--- config.mk ---
export PLATFORM = sky130hd
export DESIGN_NAME = alu_seq
export DESIGN_NICKNAME = d
export VERILOG_FILES = /design/src/rtl/alu_pkg.sv /design/src/rtl/alu_seq_core.sv /design/src/rtl/alu_seq.sv
export SDC_FILE = /design/constraint.sdc
export NUM_CORES = 1
export LEC_CHECK = 0
export BUFFER_PORTS_ARGS = -buffer_cell sky130_fd_sc_hd__buf_2
export CORE_UTILIZATION = 40
export DETAILED_ROUTE_END_ITERATION = 8
export GPL_TIMING_DRIVEN = 0
export SETUP_SLACK_MARGIN = 0.4
export SLEW_MARGIN = 20
export SYNTH_ARGS = -nofsm -noshare
export SYNTH_HDL_FRONTEND = slang
export SYNTH_SLANG_ARGS = --single-unit
--- constraint.sdc ---
create_clock -name clk -period 4.2 [get_ports clk]
set_clock_uncertainty 0.1 [all_clocks]
set_input_delay 0.63 -clock clk [delete_from_list [all_inputs] [get_ports clk]]
set_output_delay 0.63 -clock clk [all_outputs]
set_load 0.05 [all_outputs]
--- src/rtl/alu_pkg.sv ---
`default_nettype none
// alu_pkg: CR16-style opcode encodings, flag indices, FSM/op types and per-op flag masks.
package alu_pkg;

  localparam logic [3:0] OP_RR     = 4'b0000;
  localparam logic [3:0] OP_ADDI   = 4'b0101;
  localparam logic [3:0] OP_ADDUI  = 4'b0110;
  localparam logic [3:0] OP_ADDCI  = 4'b0111;
  localparam logic [3:0] OP_LSH    = 4'b1000;
  localparam logic [3:0] OP_SUBI   = 4'b1001;
  localparam logic [3:0] OP_ADDCU  = 4'b1010;
  localparam logic [3:0] OP_CMPI   = 4'b1011;

  localparam logic [3:0] EXT_AND    = 4'b0001;
  localparam logic [3:0] EXT_OR     = 4'b0010;
  localparam logic [3:0] EXT_XOR    = 4'b0011;
  localparam logic [3:0] EXT_LSH    = 4'b0100;
  localparam logic [3:0] EXT_ADD    = 4'b0101;
  localparam logic [3:0] EXT_ADDU   = 4'b0110;
  localparam logic [3:0] EXT_ADDC   = 4'b0111;
  localparam logic [3:0] EXT_SUB    = 4'b1001;
  localparam logic [3:0] EXT_CMP    = 4'b1011;
  localparam logic [3:0] EXT_MUL    = 4'b1110;
  localparam logic [3:0] EXT_ADDCU  = 4'b0101;
  localparam logic [3:0] EXT_ADDCUI = 4'b0110;

  localparam int FLG_C = 4;
  localparam int FLG_L = 3;
  localparam int FLG_F = 2;
  localparam int FLG_Z = 1;
  localparam int FLG_N = 0;

  localparam logic [4:0] MASK_ADD   = 5'b00110;
  localparam logic [4:0] MASK_ADDU  = 5'b10010;
  localparam logic [4:0] MASK_ADDC  = 5'b10110;
  localparam logic [4:0] MASK_ADDCU = 5'b10010;
  localparam logic [4:0] MASK_SUB   = 5'b10110;
  localparam logic [4:0] MASK_CMP   = 5'b01011;
  localparam logic [4:0] MASK_MUL   = 5'b00010;
  localparam logic [4:0] MASK_LSH   = 5'b10000;
  localparam logic [4:0] MASK_NONE  = 5'b00000;

  typedef enum logic [1:0] {IDLE, MUL, SHIFT, DONE} state_e;

  typedef enum logic [3:0] {
    A_ADD, A_ADDU, A_ADDC, A_ADDCU, A_SUB, A_CMP,
    A_AND, A_OR, A_XOR, A_MUL, A_LSH, A_ILL
  } alu_op_e;

  function automatic alu_op_e decode_op(input logic [3:0] opcode, input logic [3:0] opext,
                                        input logic mul_en);
    alu_op_e op;
    op = A_ILL;
    case (opcode)
      OP_RR: begin
        case (opext)
          EXT_AND:  op = A_AND;
          EXT_OR:   op = A_OR;
          EXT_XOR:  op = A_XOR;
          EXT_ADD:  op = A_ADD;
          EXT_ADDU: op = A_ADDU;
          EXT_ADDC: op = A_ADDC;
          EXT_SUB:  op = A_SUB;
          EXT_CMP:  op = A_CMP;
          EXT_MUL:  op = mul_en ? A_MUL : A_ILL;
          default:  op = A_ILL;
        endcase
      end
      OP_ADDI:  op = A_ADD;
      OP_ADDUI: op = A_ADDU;
      OP_ADDCI: op = A_ADDC;
      OP_SUBI:  op = A_SUB;
      OP_CMPI:  op = A_CMP;
      OP_ADDCU: op = (opext == EXT_ADDCU || opext == EXT_ADDCUI) ? A_ADDCU : A_ILL;
      OP_LSH:   op = (opext == EXT_LSH) ? A_LSH : A_ILL;
      default:  op = A_ILL;
    endcase
    return op;
  endfunction

  function automatic logic [4:0] flag_mask(input alu_op_e op);
    logic [4:0] m;
    case (op)
      A_ADD:   m = MASK_ADD;
      A_ADDU:  m = MASK_ADDU;
      A_ADDC:  m = MASK_ADDC;
      A_ADDCU: m = MASK_ADDCU;
      A_SUB:   m = MASK_SUB;
      A_CMP:   m = MASK_CMP;
      A_MUL:   m = MASK_MUL;
      A_LSH:   m = MASK_LSH;
      default: m = MASK_NONE;
    endcase
    return m;
  endfunction

endpackage
`default_nettype wire

--- src/rtl/alu_seq_core.sv ---
`default_nettype none
// alu_seq_core: combinational single-cycle datapath (add/sub/logic/compare) with raw flag values.
module alu_seq_core
  import alu_pkg::*;
#(
  parameter int WIDTH = 16
) (
  input  alu_op_e          op,
  input  logic [WIDTH-1:0] a,
  input  logic [WIDTH-1:0] b,
  input  logic             cin,
  output logic [WIDTH-1:0] result,
  output logic [4:0]       flg,
  output logic             wr_en,
  output logic             illegal
);

  logic             use_cin;
  logic [WIDTH:0]   sum;
  logic [WIDTH:0]   diff;

  assign use_cin = (op == A_ADDC) || (op == A_ADDCU);
  assign sum     = {1'b0, a} + {1'b0, b} + {{WIDTH{1'b0}}, use_cin & cin};
  assign diff    = {1'b0, a} - {1'b0, b};

  always_comb begin
    result  = '0;
    flg     = '0;
    wr_en   = 1'b1;
    illegal = 1'b0;
    case (op)
      A_ADD, A_ADDU, A_ADDC, A_ADDCU: begin
        result     = sum[WIDTH-1:0];
        flg[FLG_C] = sum[WIDTH];
        flg[FLG_F] = (a[WIDTH-1] == b[WIDTH-1]) && (sum[WIDTH-1] != a[WIDTH-1]);
        flg[FLG_Z] = ~|sum[WIDTH-1:0];
      end
      A_SUB: begin
        result     = diff[WIDTH-1:0];
        flg[FLG_C] = diff[WIDTH];
        flg[FLG_F] = (a[WIDTH-1] != b[WIDTH-1]) && (diff[WIDTH-1] != a[WIDTH-1]);
        flg[FLG_Z] = ~|diff[WIDTH-1:0];
      end
      A_CMP: begin
        wr_en      = 1'b0;
        flg[FLG_Z] = (a == b);
        flg[FLG_N] = $signed(b) > $signed(a);
        flg[FLG_L] = b > a;
      end
      A_AND: result = a & b;
      A_OR:  result = a | b;
      A_XOR: result = a ^ b;
      // Multi-cycle ops are produced by the sequencer; nothing to do here.
      A_MUL, A_LSH: ;
      default: begin
        wr_en   = 1'b0;
        illegal = 1'b1;
      end
    endcase
  end

endmodule
`default_nettype wire

--- src/rtl/alu_seq.sv ---
`default_nettype none
// alu_seq: registered CR16-style ALU with start/done handshake, internal CLFZN flags,
// shift-add multiplier and bit-serial logical shifter.
module alu_seq
  import alu_pkg::*;
#(
  parameter int WIDTH   = 16,
  parameter bit MUL_EN  = 1'b1,
  parameter int SHAMT_W = 5
) (
  input  logic             clk,
  input  logic             reset_n,
  input  logic             start,
  input  logic [3:0]       opcode,
  input  logic [3:0]       opext,
  input  logic [WIDTH-1:0] a,
  input  logic [WIDTH-1:0] b,
  output logic             busy,
  output logic             done,
  output logic [WIDTH-1:0] result,
  output logic             wr_en,
  output logic             illegal,
  output logic [4:0]       flags
);

  localparam int CNT_W = (SHAMT_W > $clog2(WIDTH + 1)) ? SHAMT_W : $clog2(WIDTH + 1);

  state_e           state, state_nx;
  alu_op_e          op;
  logic [WIDTH-1:0] core_res;
  logic [4:0]       core_flg, core_mask;
  logic             core_wr, core_ill;

  logic [WIDTH-1:0] acc, mcand, mplier, result_q;
  logic [CNT_W-1:0] cnt, amt_cnt;
  logic [4:0]       flags_q;
  logic             shl, wr_q, ill_q, last;
  logic [WIDTH-1:0] mul_nx, sh_nx;
  logic             sh_out;

  logic [SHAMT_W-1:0] shamt, amt_mag;
  logic               amt_neg;

  assign op        = decode_op(opcode, opext, MUL_EN);
  assign core_mask = flag_mask(op);

  alu_seq_core #(.WIDTH(WIDTH)) u_core (
    .op      (op),
    .a       (a),
    .b       (b),
    .cin     (flags_q[FLG_C]),
    .result  (core_res),
    .flg     (core_flg),
    .wr_en   (core_wr),
    .illegal (core_ill)
  );

  // Shift count is the magnitude of the signed field, clamped to WIDTH steps.
  assign shamt   = b[SHAMT_W-1:0];
  assign amt_neg = shamt[SHAMT_W-1];
  assign amt_mag = amt_neg ? (~shamt + SHAMT_W'(1)) : shamt;
  assign amt_cnt = (CNT_W'(amt_mag) >= CNT_W'(WIDTH)) ? CNT_W'(WIDTH) : CNT_W'(amt_mag);

  assign last   = (cnt == CNT_W'(1));
  assign mul_nx = mplier[0] ? (acc + mcand) : acc;
  assign sh_nx  = shl ? {acc[WIDTH-2:0], 1'b0} : {1'b0, acc[WIDTH-1:1]};
  assign sh_out = shl ? acc[WIDTH-1] : acc[0];

  always_ff @(posedge clk or negedge reset_n) begin
    if (!reset_n) state <= IDLE;
    else          state <= state_nx;
  end

  always_comb begin
    state_nx = state;
    busy     = 1'b1;
    done     = 1'b0;
    case (state)
      IDLE: begin
        busy = 1'b0;
        if (start) begin
          case (op)
            A_MUL:   state_nx = MUL;
            A_LSH:   state_nx = (amt_cnt == '0) ? DONE : SHIFT;
            default: state_nx = DONE;
          endcase
        end
      end
      MUL:     if (last) state_nx = DONE;
      SHIFT:   if (last) state_nx = DONE;
      DONE: begin
        done     = 1'b1;
        state_nx = IDLE;
      end
      default: state_nx = IDLE;
    endcase
  end

  always_ff @(posedge clk or negedge reset_n) begin
    if (!reset_n) begin
      acc      <= '0;
      mcand    <= '0;
      mplier   <= '0;
      cnt      <= '0;
      shl      <= 1'b0;
      result_q <= '0;
      flags_q  <= '0;
      wr_q     <= 1'b0;
      ill_q    <= 1'b0;
    end else begin
      case (state)
        IDLE: if (start) begin
          case (op)
            A_MUL: begin
              mcand  <= a;
              mplier <= b;
              acc    <= '0;
              cnt    <= CNT_W'(WIDTH);
            end
            A_LSH: begin
              acc <= a;
              shl <= ~amt_neg;
              cnt <= amt_cnt;
              if (amt_cnt == '0) begin
                result_q       <= a;
                flags_q[FLG_C] <= 1'b0;
                wr_q           <= 1'b1;
                ill_q          <= 1'b0;
              end
            end
            default: begin
              if (core_ill)     result_q <= '0;
              else if (core_wr) result_q <= core_res;
              flags_q <= (flags_q & ~core_mask) | (core_flg & core_mask);
              wr_q    <= core_wr;
              ill_q   <= core_ill;
            end
          endcase
        end
        MUL: begin
          acc    <= mul_nx;
          mcand  <= mcand << 1;
          mplier <= mplier >> 1;
          cnt    <= cnt - CNT_W'(1);
          if (last) begin
            result_q       <= mul_nx;
            flags_q[FLG_Z] <= ~|mul_nx;
            wr_q           <= 1'b1;
            ill_q          <= 1'b0;
          end
        end
        SHIFT: begin
          acc <= sh_nx;
          cnt <= cnt - CNT_W'(1);
          if (last) begin
            result_q       <= sh_nx;
            flags_q[FLG_C] <= sh_out;
            wr_q           <= 1'b1;
            ill_q          <= 1'b0;
          end
        end
        default: ;
      endcase
    end
  end

  assign result  = result_q;
  assign flags   = flags_q;
  assign wr_en   = wr_q & done;
  assign illegal = ill_q & done;

endmodule
`default_nettype wire

# After elaboration in Yosys (flattened, before gate mapping)
# Memory sizes are Yosys's and may differ from the RTL's.
# Index checks and enable logic that the tools add are counted.
# totals
rom_bits	144
n_memories	2
elab_cells	168
out_inout_bits	25
regBits	79
in_bits	43
# mem_list
name	depth	word_bits	read_ports	rd_clocked_by_memory_dff	write_ports	line_no	rtl
(name not given)	16	5	1	0	0	alu_pkg.sv:83	case (op)
(name not given)	16	4	1	0	0	alu_pkg.sv:56	case (opext)
# classes
n_reduce_logical	33
muxes	60
order_cmp	3
eq_ne	39
n_addsub	6
bitwise_logic	13
# op_table
operator	n
$mux W16	13
$pmux W16 S2	4
$pmux W16 S3	2
$pmux W16 S5	1
$reduce_or A16 Y1	3
$eq A4 B3 Y1 const B	10
$gt A16 B16 Y1	2
$pmux W4 S8	1
$eq A4 B4 Y1 const B	7
$mux W5	4
$pmux W5 S2	2
$pmux W1 S2	9
$add A16 B16 Y17	1
$add A17 B1 Y17	1
$mux W1	17
$sub A16 B16 Y17	1
$add A16 B16 Y16	1
$and A16 B16 Y16	1
$eq A16 B16 Y1	1
$or A16 B16 Y16	1
$xor A16 B16 Y16	1
$reduce_and A3 Y1	5
$reduce_or A11 Y1	1
$and A5 B5 Y5	2
other kinds (39)	63

# Logic depth before layout (Yosys ltp)
# depth
ltp_word	16
ltp_mapped	20
depth_no_buf	18

# Cells and area by module
# A second synthesis with hierarchy kept.
# hier_totals
cells_unflattened	1129
area_unflattened_um2	8948.6
# modules_own_cells
mod	area_each_um2	instances	seq_area_each_um2	cells_per_inst
alu_seq	5851.9	1	1976.9	665
alu_seq_core	3096.7	1	0.0	464

# Least setup slack after synthesis
# No wires, ideal clock.
# synth_timing
path_type	input to register
start	in opext[0]
end	reg result_q[12] (netlist: result[12])
required_time_ns	3.973
setup_ns	0.127
slack_ns	-0.688
n_path_buf	2
arrival_ns	4.661
stages	19
path_cell_list	inv_1 -> ha_1 -> mux4_2 -> nand2_2 -> a221o_1 -> buf_4 -> buf_2 -> nand3_1 -> fa_1 -> fa_1 -> nand2b_1 -> a21oi_1 -> o21a_1 -> a221oi_1 -> xnor2_1 -> nor2_1 -> or4_1 -> a21oi_1 -> o21ai_0
# synth_via
elab_chain_len	14
word_cells_on_any_way	36
classes_between	add/sub: 1; eq/ne: 16; mux: 10; bitwise: 1; reduce/logical: 7; memory: 1
# synth_rtl
element	line_no	rtl
start: declaration	alu_seq.sv:15	input logic [3:0] opext,
parallel branches: the longest is 3 deep, another holds $mem_v2 Z16 W4	--	
$pmux W4 S8 (*)	alu_pkg.sv:54	case (opcode)
$eq A4 B2 Y1	alu_seq_core.sv:22, alu_seq_core.sv:31	
$logic_or A1 B1 Y1	alu_seq_core.sv:22	assign use_cin = (op == A_ADDC) || (op == A_ADDCU);
$and A1 B1 Y1	alu_seq_core.sv:23	assign sum = {1'b0, a} + {1'b0, b} + {{WIDTH{1'b0}}, use_cin & cin};
$add A17 B1 Y17	alu_seq_core.sv:23	
$pmux W16 S5	alu_seq_core.sv:31	case (op)
$mux W16	alu_seq.sv:133	else if (core_wr) result_q <= core_res;
$mux W16	alu_seq.sv:132	if (core_ill) result_q <= '0;
$pmux W16 S2	alu_seq.sv:113	case (op)
$mux W16	alu_seq.sv:112	IDLE: if (start) begin
$pmux W16 S3	alu_seq.sv:111	case (state)
end signal: assignment	alu_seq.sv:133	
end signal: assignment	alu_seq.sv:146	result_q <= mul_nx;
end signal: assignment	alu_seq.sv:156	result_q <= sh_nx;
end: declaration	alu_seq.sv:34	logic [WIDTH-1:0] acc, mcand, mplier, result_q;
# Mark *: on every way between the ends. The select of a mux whose other input is x is not followed.
# A chain may end at the register's enable or synchronous reset.

# Worst setup path after layout
# layout_timing
start	in opext[1]
end	reg flags_q[1] (netlist: flags[1])
# layout_via
elab_chain_len	16
word_cells_on_any_way	34
classes_between	add/sub: 1; eq/ne: 11; mux: 7; bitwise: 5; reduce/logical: 8; memory: 2
# layout_rtl
element	line_no	rtl
parallel branches: the longest is 3 deep, another holds $mem_v2 Z16 W4	--	
$pmux W4 S8 (*)	alu_pkg.sv:54	
$eq A4 B2 Y1	alu_seq_core.sv:22, alu_seq_core.sv:31	
$logic_or A1 B1 Y1	alu_seq_core.sv:22	
$and A1 B1 Y1	alu_seq_core.sv:23	
$add A17 B1 Y17	alu_seq_core.sv:23	
$reduce_or A16 Y1	alu_seq_core.sv:36	flg[FLG_Z] = ~|sum[WIDTH-1:0];
$logic_not A1 Y1	alu_seq_core.sv:36	
$pmux W1 S3	alu_seq_core.sv:31	
$and A5 B5 Y5	alu_seq.sv:134	flags_q <= (flags_q & ~core_mask) | (core_flg & core_mask);
$or A5 B5 Y5	alu_seq.sv:134	
$mux W4	alu_seq.sv:113	
$mux W5	alu_seq.sv:112	
$pmux W1 S2	alu_seq.sv:111	
end signal: assignment	alu_seq.sv:134	
end signal: indexed assignment	alu_seq.sv:147	flags_q[FLG_Z] <= ~|mul_nx;
end signal: indexed assignment	alu_seq.sv:157	flags_q[FLG_C] <= sh_out;
end: declaration	alu_seq.sv:36	logic [4:0] flags_q;
# Marks and branches as above.

==> qor.txt <==
Outcome = finished, violations left
Failing checks = setup timing
Port Buffers = 66
Number of global-route vias before repair = 8,578
Number of warning messages in the yosys log = 0
Die ar. = 22,720 um2
Worst slack on hold paths = 0.1953 ns
EDFF count, synth = 0
H-tree levels = 3
Filler cell count = 2,206
Max-cap violations = 0
Launch point of the worst path = opext[1]
Post-layout minimum cycle time = 4.410 ns
Mean instance size in the synthesized netlist = 7.851 um2
Via count of the routed design = 9,355
Slew Limit Fails = 0
P&R area growth vs syn = 17.58%
Final count of negative-setup-slack endpoints = 8
DIE WIDTH = 150.7 um
Kind of path behind the tightest hold check = in -> async
Master cell of the clock root buffer = sky130_fd_sc_hd__clkbuf_16
Initial core utilization = 0.4067
PnR worst setup slack = -0.2104 ns
1st-pass router iterations = 5
Standard cell core area = 21,760 um2
Clock-pin slew on the worst setup and hold paths = 0.07 ns
Fraction of the yosys area taken by sequential cells = 0.2234
Number of placement rows = 54
PD cells = 591.5 nW/um2
Final net count = 1,370
Slew margin rel. = 0.2774
Post-DR wirelength/cell = 22.14 um
Met3 wire len = 3.122 mm
Cell count after placement = 1,474
Tightest Pin Transition = 1.084 ns
Cell area after technology mapping = 8848 um2
Max Clock Freq = 0.2267 GHz
Total detailed-routing wirelength = 33.56 mm
Die boundary height = 150.7 um
Part of the cycle the worst path needs = 1.050
Async set-reset flop share out of synthesis = 1.000
DRT met1 WL = 14.92 mm
CP required = 4.39 ns
Critical Setup Path Class = in -> reg
Antenna violations before repair = 0
Post-synth top area cell = sky130_fd_sc_hd__dfrtp_1
Count of hold-fix buffers inserted at cts = 0
Metal2 WL = 14.23 mm
Diodes inserted = 0
Number of distinct standard cells referenced by the synthesized netlist = 84
P_leak = 4.569 nW
RSZ-0062 raised after global routing = yes
Synth top area cells = sky130_fd_sc_hd__dfrtp_1 22%, sky130_fd_sc_hd__ha_1 13%, sky130_fd_sc_hd__o21ai_0 6.7%
Wire length of the first global-routing pass = 50.92 mm
Routability cong. = 0.9737
Crit path largest cell delay = 0.47 ns
Post-synth top area share = 0.2234
Maximum number of pins on one net before global-route repair = 45
Cts bufs inserted = 9
Final total negative setup slack = -0.8631 ns
Ports = 68
Leading register cell type out of synthesis = sky130_fd_sc_hd__dfrtp_1
# clock sinks = 79
Clk_lat worst skew = 0.36 ns
DPL Wire Length = 25.73 mm
Number of nets with antenna violations after detailed routing = 0
Number of standard cells after synthesis = 1,127
Remaining DRCs = 0
Iter 0 DRT Violations = 918
CTS tree = built
Cells along the critical path = buf_12 -> inv_12 -> ha_4 -> mux4_2 -> nand2_2 -> a221o_2 -> buf_8 -> buf_8 -> nand3_2 -> fa_2 -> fa_2 -> nand2b_4 -> buf_6 -> a21oi_4 -> xnor2_2 -> o2111ai_2 -> nor4_2 -> nand4_1 -> o31ai_1 -> a21oi_1 -> o21ai_1
Count of final hold-check violations = 0
Seq cells post-synth = 79
Max Fanout on Critical Path = 4
Aggregate global routing overflow = 0
Startpoint type of the worst setup path = primary input
Setup Slack @ Placement = -1.548 ns
Element type at the critical path end = flip-flop
Max IR drop VDD = 394.9 uV
Share of cells above drive strength 1 = 0.1707
Number of buffers between clock root and the deepest sink = 2
Cell type of the slowest stage on the worst timing path = sky130_fd_sc_hd__mux4_2
Total GRT Usage = 0.3008
Worst reg2reg startpoint = acc[0]
Commonest cells after routing, fill and taps aside = 122 x sky130_fd_sc_hd__nand2_1, 113 x sky130_fd_sc_hd__o21ai_0, 91 x sky130_fd_sc_hd__ha_1
DR vias/cell = 6.171
Most common cell after layout, fill and taps aside = sky130_fd_sc_hd__nand2_1
Filler-free cell count of the finished design = 1,516
Arrival time worst endpoint = 4.60 ns
Highest layer used for signal routing = met4
Syn Nets = 1,266
==> final cells by class <==
| cell class | instances | area [um2] | share of cell area |
|---|---|---|---|
| timing repair buffer | 93 | 619.3 | 0.05953 |
| buffer | 59 | 299.0 | 0.02874 |
| sequential | 79 | 1977 | 0.1900 |
| clock inverter | 5 | 38.79 | 0.003728 |
| clock buffer | 11 | 252.7 | 0.02429 |
| multi-input combinational | 924 | 6603 | 0.6346 |
| tap | 280 | 350.3 | 0.03367 |
| inverter | 65 | 264.0 | 0.02538 |
==> critical path: cells and delay by family <==
family | cells | cell delay [ns]
AOI/OAI and AO/OA | 6 | 0.98
xor gates and xnor gates | 1 | 0.14
adders and majority gates | 3 | 0.98
buffers and inverters | 5 | 0.45
muxes | 1 | 0.47
and+or+nand+nor | 5 | 0.93
==> stage by stage <==
step	total power, mW	cell area, um2	utilization
after floorplan	4.014	8954	-
after global placement	5.095	9634	0.4428
after detailed placement	5.140	9657	0.4439
after CTS	6.054	10320	0.4743
after global routing	6.569	10400	0.4782
final	6.154	10400	0.4782
==> synth_stat cells (5+ instances only) <==
library cell / number
sky130_fd_sc_hd__o21a_1: 9
sky130_fd_sc_hd__nand3_1: 21
sky130_fd_sc_hd__xnor2_1: 24
sky130_fd_sc_hd__nor2_1: 77
sky130_fd_sc_hd__nand2b_1: 13
sky130_fd_sc_hd__a221oi_1: 8
sky130_fd_sc_hd__o21bai_1: 8
sky130_fd_sc_hd__buf_2: 16
sky130_fd_sc_hd__clkbuf_1: 35
sky130_fd_sc_hd__a22oi_1: 10
sky130_fd_sc_hd__a21o_1: 9
sky130_fd_sc_hd__xor2_1: 9
sky130_fd_sc_hd__nor4_1: 11
sky130_fd_sc_hd__o211ai_1: 18
sky130_fd_sc_hd__o31ai_1: 11
sky130_fd_sc_hd__a211oi_1: 16
sky130_fd_sc_hd__nor3b_1: 7
sky130_fd_sc_hd__and2_1: 5
sky130_fd_sc_hd__and3_1: 13
sky130_fd_sc_hd__mux2i_1: 49
sky130_fd_sc_hd__a21oi_1: 81
sky130_fd_sc_hd__nor2b_1: 11
sky130_fd_sc_hd__dfrtp_1: 79
sky130_fd_sc_hd__or3_1: 11
sky130_fd_sc_hd__a221o_1: 5
sky130_fd_sc_hd__nor3_1: 30
sky130_fd_sc_hd__a31oi_1: 11
sky130_fd_sc_hd__a2111oi_0: 5
sky130_fd_sc_hd__inv_1: 62
sky130_fd_sc_hd__a22o_1: 8
sky130_fd_sc_hd__nand4_1: 9
sky130_fd_sc_hd__o21ai_0: 119
sky130_fd_sc_hd__o221ai_1: 5
sky130_fd_sc_hd__mux2_2: 19
sky130_fd_sc_hd__ha_1: 92
sky130_fd_sc_hd__nand2_1: 122
==> routing by layer <==
layer | GRT usage | vias to the layer above
met3 | 0.05909 | 64
li1 | - | 4317
met1 | 0.4222 | 4521
met4 | 0.1225 | 0
met5 | 0 | -
met2 | 0.4468 | 453
==> where the power goes <==
part / total [mW] / internal [mW] / switching (mW) / leakage, nW
registers: 1.39 / 1.09 / 0.301 / 1.02
logic: 3.95 / 1.37 / 2.58 / 3.41
clock network: 0.817 / 0.439 / 0.378 / 0.143
total: 6.15 / 2.89 / 3.26 / 4.57
==> registers in the layout, summed over array words and instances, names as in the netlist, named ones only <==
name,flops
acc,16
mcand,16
mplier,16
result,16
cnt,5
flags,2
state,2
ill_q,1
shl,1
wr_q,1
==> cell families after synthesis <==
family / share of synthesized area
mux: 0.08216
compound gates: 0.2657
simple gates: 0.1998
flops: 0.2234
fa+ha+maj: 0.1391
buf+inv: 0.05713
xor+xnor: 0.03266
==> worst paths after layout <==
kind | to | slack [ns] | cells after the start
setup / recovery | flags[1] | -0.21 | 21
hold / removal | result[1] | 0.20 | 1
setup reg to reg | result[14] | 0.83 | 11
hold reg to reg | result[4] | 0.38 | 2
max in group asynchronous | mcand[11] | 3.16 | 2
min in group clk | result[4] | 0.38 | 2
==> what timing repair did <==
action                     CTS  global route
setup endpoints to repair   18            15
hold endpoints to repair     0             0
setup buffers               24             2
resized for setup           44            15
pin swaps                   29            17
Power figures use the tool's default switching activity.
